<file path="config.mk">
export PLATFORM = sky130hd
export DESIGN_NAME = cache_cmd_sequencer
export DESIGN_NICKNAME = d
export VERILOG_FILES = /design/src/rtl/cache_pkg.sv /design/src/rtl/cmd_fifo.sv /design/src/rtl/cache_cmd_sequencer.sv
export SDC_FILE = /design/constraint.sdc
export NUM_CORES = 1
export LEC_CHECK = 0
export ABC_AREA = 0
export BUFFER_PORTS_ARGS = -buffer_cell sky130_fd_sc_hd__buf_2
export CORE_UTILIZATION = 62
export DETAILED_ROUTE_END_ITERATION = 8
export HOLD_SLACK_MARGIN = 0.06
export PLACE_DENSITY = 0.85
export SETUP_SLACK_MARGIN = 0.1
export SYNTH_ARGS = -nofsm -noshare
export SYNTH_HDL_FRONTEND = slang
export SYNTH_HIERARCHICAL = 1
export SYNTH_SLANG_ARGS = --single-unit
</file>
<file path="constraint.sdc">
create_clock -name clk -period 5.1 [get_ports clk]
set_input_delay 0.255 -clock clk [delete_from_list [all_inputs] [get_ports clk]]
set_output_delay 0.255 -clock clk [all_outputs]
set_load 0.005 [all_outputs]
</file>
<file path="src/rtl/cache_pkg.sv">
// Shared definitions for the cache command path: trace command codes,
// sequencer state encoding and the command-code validity check.
package cache_pkg;

  localparam int ADDR_W_DEF = 32;

  typedef enum logic [3:0] {
    READ_REQ_L1_D    = 4'd0,
    WRITE_REQ_L1_D   = 4'd1,
    READ_REQ_L1_I    = 4'd2,
    SNOOP_INVALIDATE = 4'd3,
    SNOOP_READ       = 4'd4,
    SNOOP_WRITE      = 4'd5,
    SNOOP_RWIM       = 4'd6,
    CLEAR_RESET      = 4'd8,
    PRINT_CONTENTS   = 4'd9
  } cmd_e;

  typedef enum logic [1:0] {
    ST_IDLE,
    ST_ISSUE,
    ST_GAP
  } seq_state_e;

  // Codes 7 and 10-15 are holes in the trace encoding and are never issued.
  function automatic logic cmd_is_valid(input logic [3:0] code);
    return (code <= 4'd6) || (code == 4'd8) || (code == 4'd9);
  endfunction

endpackage

</file>
<file path="src/rtl/cmd_fifo.sv">
// Small synchronous FIFO holding {command, address} trace entries.
// Head entry is presented combinationally on rdata_o.
module cmd_fifo #(
  parameter int DEPTH = 4,
  parameter int WIDTH = 36
) (
  input  logic                     clk,
  input  logic                     rstb,
  input  logic                     push_i,
  input  logic                     pop_i,
  input  logic [WIDTH-1:0]         wdata_i,
  output logic [WIDTH-1:0]         rdata_o,
  output logic                     full_o,
  output logic                     empty_o,
  output logic [$clog2(DEPTH):0]   count_o
);

  localparam int AW = $clog2(DEPTH);
  localparam logic [AW:0] FULL_CNT = DEPTH[AW:0];

  logic [WIDTH-1:0] mem_q [DEPTH];
  logic [AW-1:0]    wr_ptr_q;
  logic [AW-1:0]    rd_ptr_q;
  logic [AW:0]      count_q;
  logic             do_push;
  logic             do_pop;

  // A push into a full FIFO is refused even if a pop frees a slot this cycle.
  assign do_push = push_i & ~full_o;
  assign do_pop  = pop_i & ~empty_o;

  always_ff @(posedge clk or negedge rstb) begin
    if (!rstb) begin
      wr_ptr_q <= '0;
      rd_ptr_q <= '0;
      count_q  <= '0;
    end else begin
      if (do_push) wr_ptr_q <= wr_ptr_q + 1'b1;
      if (do_pop)  rd_ptr_q <= rd_ptr_q + 1'b1;
      case ({do_push, do_pop})
        2'b10:   count_q <= count_q + 1'b1;
        2'b01:   count_q <= count_q - 1'b1;
        default: count_q <= count_q;
      endcase
    end
  end

  always_ff @(posedge clk) begin
    if (do_push) mem_q[wr_ptr_q] <= wdata_i;
  end

  assign rdata_o = mem_q[rd_ptr_q];
  assign full_o  = (count_q == FULL_CNT);
  assign empty_o = (count_q == '0);
  assign count_o = count_q;

endmodule

</file>
<file path="src/rtl/cache_cmd_sequencer.sv">
// Replays buffered trace commands to the cache, one strobe per command with a
// fixed idle gap afterwards, dropping invalid codes and keeping statistics.
module cache_cmd_sequencer
  import cache_pkg::*;
#(
  parameter int DEPTH  = 4,
  parameter int GAP    = 100,
  parameter int ADDR_W = ADDR_W_DEF
) (
  input  logic              clk,
  input  logic              rstb,
  input  logic              in_valid,
  output logic              in_ready,
  input  logic [3:0]        in_n,
  input  logic [ADDR_W-1:0] in_addr,
  output logic              out_valid,
  output logic [3:0]        out_n,
  output logic [ADDR_W-1:0] out_addr,
  output logic              busy,
  output logic [15:0]       read_cntr,
  output logic [15:0]       write_cntr,
  output logic [15:0]       snoop_cntr,
  output logic [15:0]       drop_cntr
);

  localparam int EW = 4 + ADDR_W;
  localparam int GW = (GAP > 1) ? $clog2(GAP) : 1;
  localparam logic [GW-1:0] GAP_LOAD = GW'(GAP - 1);

  function automatic logic [15:0] sat_inc(input logic [15:0] v);
    return (v == 16'hFFFF) ? v : v + 16'd1;
  endfunction

  logic [EW-1:0]          head;
  logic [3:0]             head_n;
  logic [ADDR_W-1:0]      head_addr;
  logic                   fifo_full;
  logic                   fifo_empty;
  logic [$clog2(DEPTH):0] fifo_count;
  logic                   push;
  logic                   pop;
  logic                   load;
  logic                   drop;
  logic                   decide;

  seq_state_e        state_q, state_d;
  logic [GW-1:0]     gap_q, gap_d;
  logic [3:0]        out_n_q;
  logic [ADDR_W-1:0] out_addr_q;
  logic [15:0]       read_q, read_d, write_q, write_d;
  logic [15:0]       snoop_q, snoop_d, drop_q, drop_d;

  assign in_ready = ~fifo_full;
  assign push     = in_valid & in_ready;

  cmd_fifo #(
    .DEPTH (DEPTH),
    .WIDTH (EW)
  ) u_fifo (
    .clk     (clk),
    .rstb    (rstb),
    .push_i  (push),
    .pop_i   (pop),
    .wdata_i ({in_n, in_addr}),
    .rdata_o (head),
    .full_o  (fifo_full),
    .empty_o (fifo_empty),
    .count_o (fifo_count)
  );

  assign head_n    = head[EW-1 -: 4];
  assign head_addr = head[ADDR_W-1:0];

  // The dispatch decision is shared by IDLE and the last GAP cycle so that
  // back-to-back commands come out exactly GAP+1 cycles apart.
  always_comb begin
    state_d = state_q;
    gap_d   = gap_q;
    pop     = 1'b0;
    load    = 1'b0;
    drop    = 1'b0;
    decide  = 1'b0;
    case (state_q)
      ST_IDLE:  decide = 1'b1;
      ST_ISSUE: begin
        gap_d   = GAP_LOAD;
        state_d = ST_GAP;
      end
      ST_GAP: begin
        if (gap_q == '0) decide = 1'b1;
        else             gap_d  = gap_q - 1'b1;
      end
      default:  state_d = ST_IDLE;
    endcase
    if (decide) begin
      state_d = ST_IDLE;
      if (!fifo_empty) begin
        pop = 1'b1;
        if (cmd_is_valid(head_n)) begin
          load    = 1'b1;
          state_d = ST_ISSUE;
        end else begin
          drop = 1'b1;
        end
      end
    end
  end

  always_comb begin
    read_d  = read_q;
    write_d = write_q;
    snoop_d = snoop_q;
    drop_d  = drop_q;
    if (state_q == ST_ISSUE) begin
      case (out_n_q)
        READ_REQ_L1_D, READ_REQ_L1_I: read_d  = sat_inc(read_q);
        WRITE_REQ_L1_D:               write_d = sat_inc(write_q);
        SNOOP_INVALIDATE, SNOOP_READ,
        SNOOP_WRITE, SNOOP_RWIM:      snoop_d = sat_inc(snoop_q);
        CLEAR_RESET: begin
          read_d  = '0;
          write_d = '0;
          snoop_d = '0;
        end
        default: ;
      endcase
    end
    if (drop) drop_d = sat_inc(drop_q);
  end

  always_ff @(posedge clk or negedge rstb) begin
    if (!rstb) begin
      state_q    <= ST_IDLE;
      gap_q      <= '0;
      out_n_q    <= '0;
      out_addr_q <= '0;
      read_q     <= '0;
      write_q    <= '0;
      snoop_q    <= '0;
      drop_q     <= '0;
    end else begin
      state_q <= state_d;
      gap_q   <= gap_d;
      if (load) begin
        out_n_q    <= head_n;
        out_addr_q <= head_addr;
      end
      read_q  <= read_d;
      write_q <= write_d;
      snoop_q <= snoop_d;
      drop_q  <= drop_d;
    end
  end

  assign out_valid  = (state_q == ST_ISSUE);
  assign out_n      = out_n_q;
  assign out_addr   = out_addr_q;
  assign busy       = (fifo_count != '0) || (state_q != ST_IDLE);
  assign read_cntr  = read_q;
  assign write_cntr = write_q;
  assign snoop_cntr = snoop_q;
  assign drop_cntr  = drop_q;

endmodule

</file>
Word-level counts from Yosys, hierarchy flattened
Memory sizes are Yosys's and may differ from the RTL's.
Cells that the tools add are included.
W data, S select, Z words.
{ "totals": {"regBits": 116, "ramBits": 144, "input_bits": 39, "output_inout_bits": 103, "wordCells": 98, "n_memories": 1} }
{ "classes": {"n_addsub": 9, "magnitude_cmp": 1, "n_eq_ne": 23, "n_mux": 25, "bitwise": 6, "n_reduce_logical": 22} }
{ "mem_list": {"columns": ["name", "words", "width", "read_ports", "rd_ports_with_merged_regs", "write_ports", "line_no", "text"], "rows": [
  ["u_fifo.mem_q", 4, 36, 1, 0, 1, "cmd_fifo.sv:21", "logic [WIDTH-1:0] mem_q [DEPTH];"]
]} }
{ "op_table": {"columns": ["operator", "count"], "rows": [
  ["$pmux W16 S2", 3],
  ["$add A16 B1 Y16 const B", 4],
  ["$eq A16 B16 Y1 const B", 4],
  ["$mux W16", 3],
  ["$pmux W7 S2", 1],
  ["$mux W1", 13],
  ["$eq A4 B3 Y1 const B", 3],
  ["$eq A4 B4 Y1 const B", 3],
  ["$reduce_bool A2 Y1", 6],
  ["$reduce_and A3 Y1", 3],
  ["$eq A4 B2 Y1 const B", 2],
  ["$ne A2 B2 Y1 const B", 4],
  ["$logic_not A7 Y1", 1],
  ["$mux W7", 1],
  ["$sub A7 B1 Y7 const B", 1],
  ["$pmux W3 S2", 1],
  ["$add A2 B1 Y2 const B", 2],
  ["$eq A2 B1 Y1 const B", 2],
  ["$eq A2 B2 Y1 const B", 2],
  ["$eq A4 B1 Y1 const B", 1],
  ["$le A4 B3 Y1 const B", 1],
  ["$logic_not A4 Y1", 1],
  ["$pmux W2 S2", 1],
  ["$reduce_and A2 Y1", 2],
  ["14 further kinds", 21]
]} }

Longest topological paths before layout
An unclocked memory read counts as a cell.
{ "depth": {"ltp_word": 8, "mapped_depth": 12} }

Hierarchy
The synthesis kept the hierarchy.
{ "by_module_without_submodules": {"columns": ["mod", "instances", "cells_per_inst", "area_each_um2", "seq_area_each_um2"], "rows": [
  ["cmd_fifo", 1, 226, 5616.6, 4499.3],
  ["cache_cmd_sequencer", 1, 501, 5303.8, 2727.6]
]} }

Least setup slack after synthesis
No wires, ideal clock.
{ "synth_timing": {"kind": "register to register", "startpoint": "reg gap_q[5]", "endpoint": "reg u_fifo.count_q[2], in the netlist u_fifo/count_o[2]", "setup_ns": 0.079, "t_arrival_ns": 2.497, "required_ns": 5.021, "slack_ns": 2.524, "stages_incl_launch_ff": 11, "synth_period_minus_slack_ns": 2.576, "cell_sequence": "dfrtp_1 -> or4_1 -> o32a_4 -> nor2_1 -> o31a_2 -> ha_1 -> inv_1 -> fa_1 -> xor2_1 -> nor2_1 -> xor2_1"} }
{ "synth_via": {"elab_chain_len": 7} }
{ "synth_lines": {"columns": ["item", "line_no", "text"], "rows": [
  ["start, declared", "cache_cmd_sequencer.sv:47", "logic [GW-1:0] gap_q, gap_d;"],
  ["start signal, assigned", "cache_cmd_sequencer.sv:143", "gap_q <= gap_d;"],
  ["$logic_not A7 Y1 *", "cache_cmd_sequencer.sv:90", "if (gap_q == '0) decide = 1'b1;"],
  ["$mux W1 *", "cache_cmd_sequencer.sv:90", null],
  ["$pmux W1 S2 *", "cache_cmd_sequencer.sv:83", "case (state_q)"],
  ["$mux W1 *", "cache_cmd_sequencer.sv:95", "if (decide) begin"],
  ["net pop", "cache_cmd_sequencer.sv:41", "logic pop;"],
  ["$and A1 B1 Y1 *", "cmd_fifo.sv:30", "assign do_pop = pop_i & ~empty_o;"],
  ["net u_fifo.do_pop", "cmd_fifo.sv:26", "logic do_pop;"],
  ["$eq A2 B1 Y1 / $eq A2 B2 Y1 (equally long branches)", "cmd_fifo.sv:40", "case ({do_push, do_pop})"],
  ["$pmux W3 S2 / $reduce_bool A2 Y1 (equally long branches)", null, null],
  ["end signal, assigned", "cmd_fifo.sv:41", "2'b10: count_q <= count_q + 1'b1;"],
  ["end signal, assigned", "cmd_fifo.sv:42", "2'b01: count_q <= count_q - 1'b1;"],
  ["end signal, assigned", "cmd_fifo.sv:43", "default: count_q <= count_q;"],
  ["end, declared", "cmd_fifo.sv:24", "logic [AW:0] count_q;"]
]} }
The timed path passes the listed nets; every way through them passes the cells marked *.
A chain may end at the register's enable or synchronous reset.

Final worst setup path
{ "layout_timing": {"startpoint": "reg u_fifo.rd_ptr_q[0]", "endpoint": "reg out_addr_q[4], in the netlist out_addr[4]"} }
{ "layout_via": {"elab_chain_len": 7} }
{ "layout_lines": {"columns": ["item", "line_no", "text"], "rows": [
  ["start, declared", "cmd_fifo.sv:23", "logic [AW-1:0] rd_ptr_q;"],
  ["start signal, assigned", "cmd_fifo.sv:39", "if (do_pop) rd_ptr_q <= rd_ptr_q + 1'b1;"],
  ["$mem_v2 Z4 W36 *", null, null],
  ["net head[33]", "cache_cmd_sequencer.sv:34", "logic [EW-1:0] head;"],
  ["$le A4 B3 Y1 / $eq A4 B4 Y1 (equally long branches)", "cache_pkg.sv:27", "return (code <= 4'd6) || (code == 4'd8) || (code == 4'd9);"],
  ["$logic_or A1 B1 Y1", "cache_pkg.sv:27", null],
  ["$logic_or A1 B1 Y1 *", "cache_pkg.sv:27", null],
  ["$mux W1 *", "cache_cmd_sequencer.sv:99", "if (cmd_is_valid(head_n)) begin"],
  ["$mux W1 *", "cache_cmd_sequencer.sv:97", "if (!fifo_empty) begin"],
  ["$mux W1 *", "cache_cmd_sequencer.sv:95", null],
  ["end signal, assigned", "cache_cmd_sequencer.sv:146", "out_addr_q <= head_addr;"],
  ["end, declared", "cache_cmd_sequencer.sv:49", "logic [ADDR_W-1:0] out_addr_q;"]
]} }
Marks and branches as above.

==> results.md <==
* RSZ-0062 raised after global routing: no
* # diodes at 0
* First-pass GRT wire length at about 38000 um
* Max-cap viol count at 0
* Status: finished clean
* Non-filler cells, final at 1152
* Die height at between 100 and 150 um
* Worst vdd ir at 445 uV
* Commonest non-fill, non-tap cell in the layout: edfxtp_1
* Synth-to-layout area growth at 18.8%
* FF+latch count, synth at 260
* Worst slack, placed at 1910 ps
* WL per Instance at 20.8 um
* # port buffers at 141
* Worst Max-Slew Pin Slew at 1180 ps
* Hold Path Stages at 4
* CP max-delay cell: and3_2
* Drt pass-1 iters at 5
* Post-detailed-routing wire length at 24000 um
* R2r setup slk at 1910 ps
* Share of cells above drive strength 1 at 0.297
* Compound-Gate Fraction of Synth Area at 0.0618
* Clock latency at the later pin of the worst-skew pair at 540 ps
* CTS buffer count at 26
* Post-synth EDFFs at 144
* CTS sink count at 260
* Row count at 48
* Seq/Total Area, Yosys at 0.662
* Hold Fails Final Rpt at 0
* Clock Skew at 19.1 ps
* GP Congestion at 0.847
* Maximum clock frequency at 313 MHz
* Design Area, Final at roughly 13000 um2
* Worst endpoint required time at approximately 5500 ps
* Largest net degree at the start of global routing at 60
* Via Count at 7069
* Final worst slack at 1910 ps
* XOR/XNOR Fraction of Synth Area at 0.0209
* Setup violators final at 0
* Worst EP arrival at 3600 ps
* Largest family of logic cells by synthesized area: multiplexers
* Worst reg2reg path depth at 4
* Commonest cells after routing, fill and taps aside: edfxtp_1, buf_2, dfrtp_1
* Via density at 6.14
* Dpl hpwl at 13700 um
* Ys async rst share at 0.446
* Top FF cell, synth: edfxtp_1
* Cell variety after synth at 63
* Synth Area in Simple Gates at 0.0992
* Setup CP Type: reg -> reg
* Clk buf depth at 3
* Slew headroom at 0.213
* DRC Markers at 0
* Max H-tree Level at 1
* Crit path max-delay family: multiplexers
* Total track usage at 0.273
* Syn avg cell area at between 15 and 20 um2
* Cells after Synth at 727
* Grt ovf at 0
* Cells along the critical path: mux4_2 -> o21ai_0 -> and3_2 -> mux2_2
* Hold Startpoint: in_valid
* Critical Path Start Type: flop
* CTS tree: done
* Initial DRC count at 381
* Nets at 959
* Worst-path clk slew at approximately 60 ps
* PwrDens at 541 nW/um2
* Crit end category: flop
* Reg-to-Reg End: out_addr[4]
* Post-synthesis mux area share at 0.122
* Min Tclk post-route at roughly 3200 ps
* Initial core utilization at 0.634
* Crit-path max cell delay at 870 ps
* Tcrit/Tclk final at 0.626
* Synthesized cell area at around 11000 um2
* Vias in the first global route at between 7000 and 8000
* Final ANT Viol Nets at 0
* Worst Hold Path EP: u_fifo/wr_ptr_q[0]
* Placed Instance Area at between 10000 and 15000 um2
* Setup total negative slack at 0 ps
* Max-slew violations at 0
* Critical Path Fanout Max at 37
* Worst r2r src: u_fifo/rd_ptr_q[0]
* Antenna violations before repair at 0
* Adder-Cell Fraction of Synth Area at 0.0133
* Bufs and invs on worst path at 0
* Width of the die at 135 um
* Placed cell count at 1069
* Core area at 17200 um2
* IO Pins at 142
* Count of warnings emitted by yosys at 6
* Cts repair resizes at 0
* Clock root cell: clkbuf_16
* DIE AREA at 18100 um2
* Syn Nets at 777
* Hold crit path type: in -> reg
* Leakage at 5.14 nW
logic make-up (layout without fill, tap and decap cells):
| logic type | Yosys count | count (layout) |
|---|---|---|
| flip-flops | 260 | 260 |
| AO/OA/AOI/OAI | 105 | 105 |
| multiplexers | 83 | 83 |
| AND/OR/NAND/NOR | 196 | 196 |
| adder cells (fa/ha/maj) | 11 | 11 |
| buffers and inverters | 46 | 246 |
| XOR/XNOR | 26 | 26 |
final cells by class:
| class | count | area (um2) |
|---|---|---|
| Timing Repair Buffer | 182 | 1110 |
| Tap cell | 225 | 282 |
| Fill cell | 1003 | 4260 |
| Sequential cell | 260 | 7230 |
| Multi-Input combinational cell | 421 | 3470 |
| Inverter | 18 | 67.6 |
| Clock inverter | 8 | 87.6 |
| Clock buffer | 38 | 726 |
registers in the layout, summed over array words and instances, names as in the netlist:
signal,count
drop_cntr,16
gap_q,7
out_addr,32
out_n,4
read_cntr,16
snoop_cntr,16
state_q,2
u_fifo/count_o,3
u_fifo/mem_q,144
u_fifo/rd_ptr_q,2
u_fifo/wr_ptr_q,2
write_cntr,16
Yosys cell counts (2+ instances only):
cell        n  area (um2)
and4_1      9        78.8
nor3_2      2        20.0
edfxtp_1  144        4320
mux2i_1     8        80.1
nor4b_1     2        17.5
nand4_1    23         144
and3_2      4        30.0
or3_1       3        18.8
o21ai_0    33         165
clkbuf_1   14        52.6
or4_1       5        37.5
and2_1      3        18.8
and3_1      8        50.1
nor2_1     32         120
buf_6       5        56.3
nand3_1    28         140
o31ai_1    16         120
xnor2_1    17         149
xor2_1      9        78.8
mux4_2     36         811
a31oi_1     2        12.5
nand2b_1    7        43.8
buf_2       6        30.0
dfrtp_1   116        2900
mux2_2     36         405
buf_4       3        22.5
or4b_2      2        20.0
nand2_1    40         150
a21oi_1    26         130
mux2_1      2        22.5
o211ai_1   12        90.1
nand3b_1    2        15.0
nor4_1      7        43.8
nor3_1     10        50.1
ha_1       10         125
inv_1      18        67.6
timing repair:
item                                    CTS  global route
endpoints found under the hold margin   202             0
hold buffers                             37             0
endpoints found under the setup margin    0             0
buffers inserted                          0             0
metal layers:
metal,up-vias,GRT usage,part of all wire
met1,3539,0.339,0.39
met5,-,0,0
li1,3187,-,-
met3,47,0.0342,0.056
met4,0,0.0818,0.024
met2,296,0.500,0.53
worst max-delay path by stage:
stage,from,depth (start not counted),to,slack [ps]
floorplan,gap_q[5],10,u_fifo/count_o[2],2520
global placement,u_fifo/rd_ptr_q[0],4,out_addr[15],2000
detailed placement,u_fifo/rd_ptr_q[0],4,out_addr[4],1910
CTS,u_fifo/rd_ptr_q[0],4,out_addr[4],1840
global route,u_fifo/rd_ptr_q[0],4,out_addr[4],1680
finish,u_fifo/rd_ptr_q[0],4,out_addr[4],1910
worst min-delay path, cell delays in order:
cell and delay [ps]:
buf_2 90, nor2b_1 170, and2_4 160, xnor2_1 130
per-stage QoR:
stage	hold WS (ps)	utilization	total power, mW
finish	315	0.753	7.01
global route	350	0.753	7.34
CTS	297	0.753	7.03
detailed placement	405	0.684	5.14
global placement	381	0.684	5.02
floorplan	-40.6	-	4.54
power by group:
part	internal (mW)	switching [mW]	leakage [nW]
Combinational	1.01	0.937	1.93
Sequential	2.76	0.474	2.81
Clock	1.04	0.793	0.397
Power figures use the tool's default switching activity.
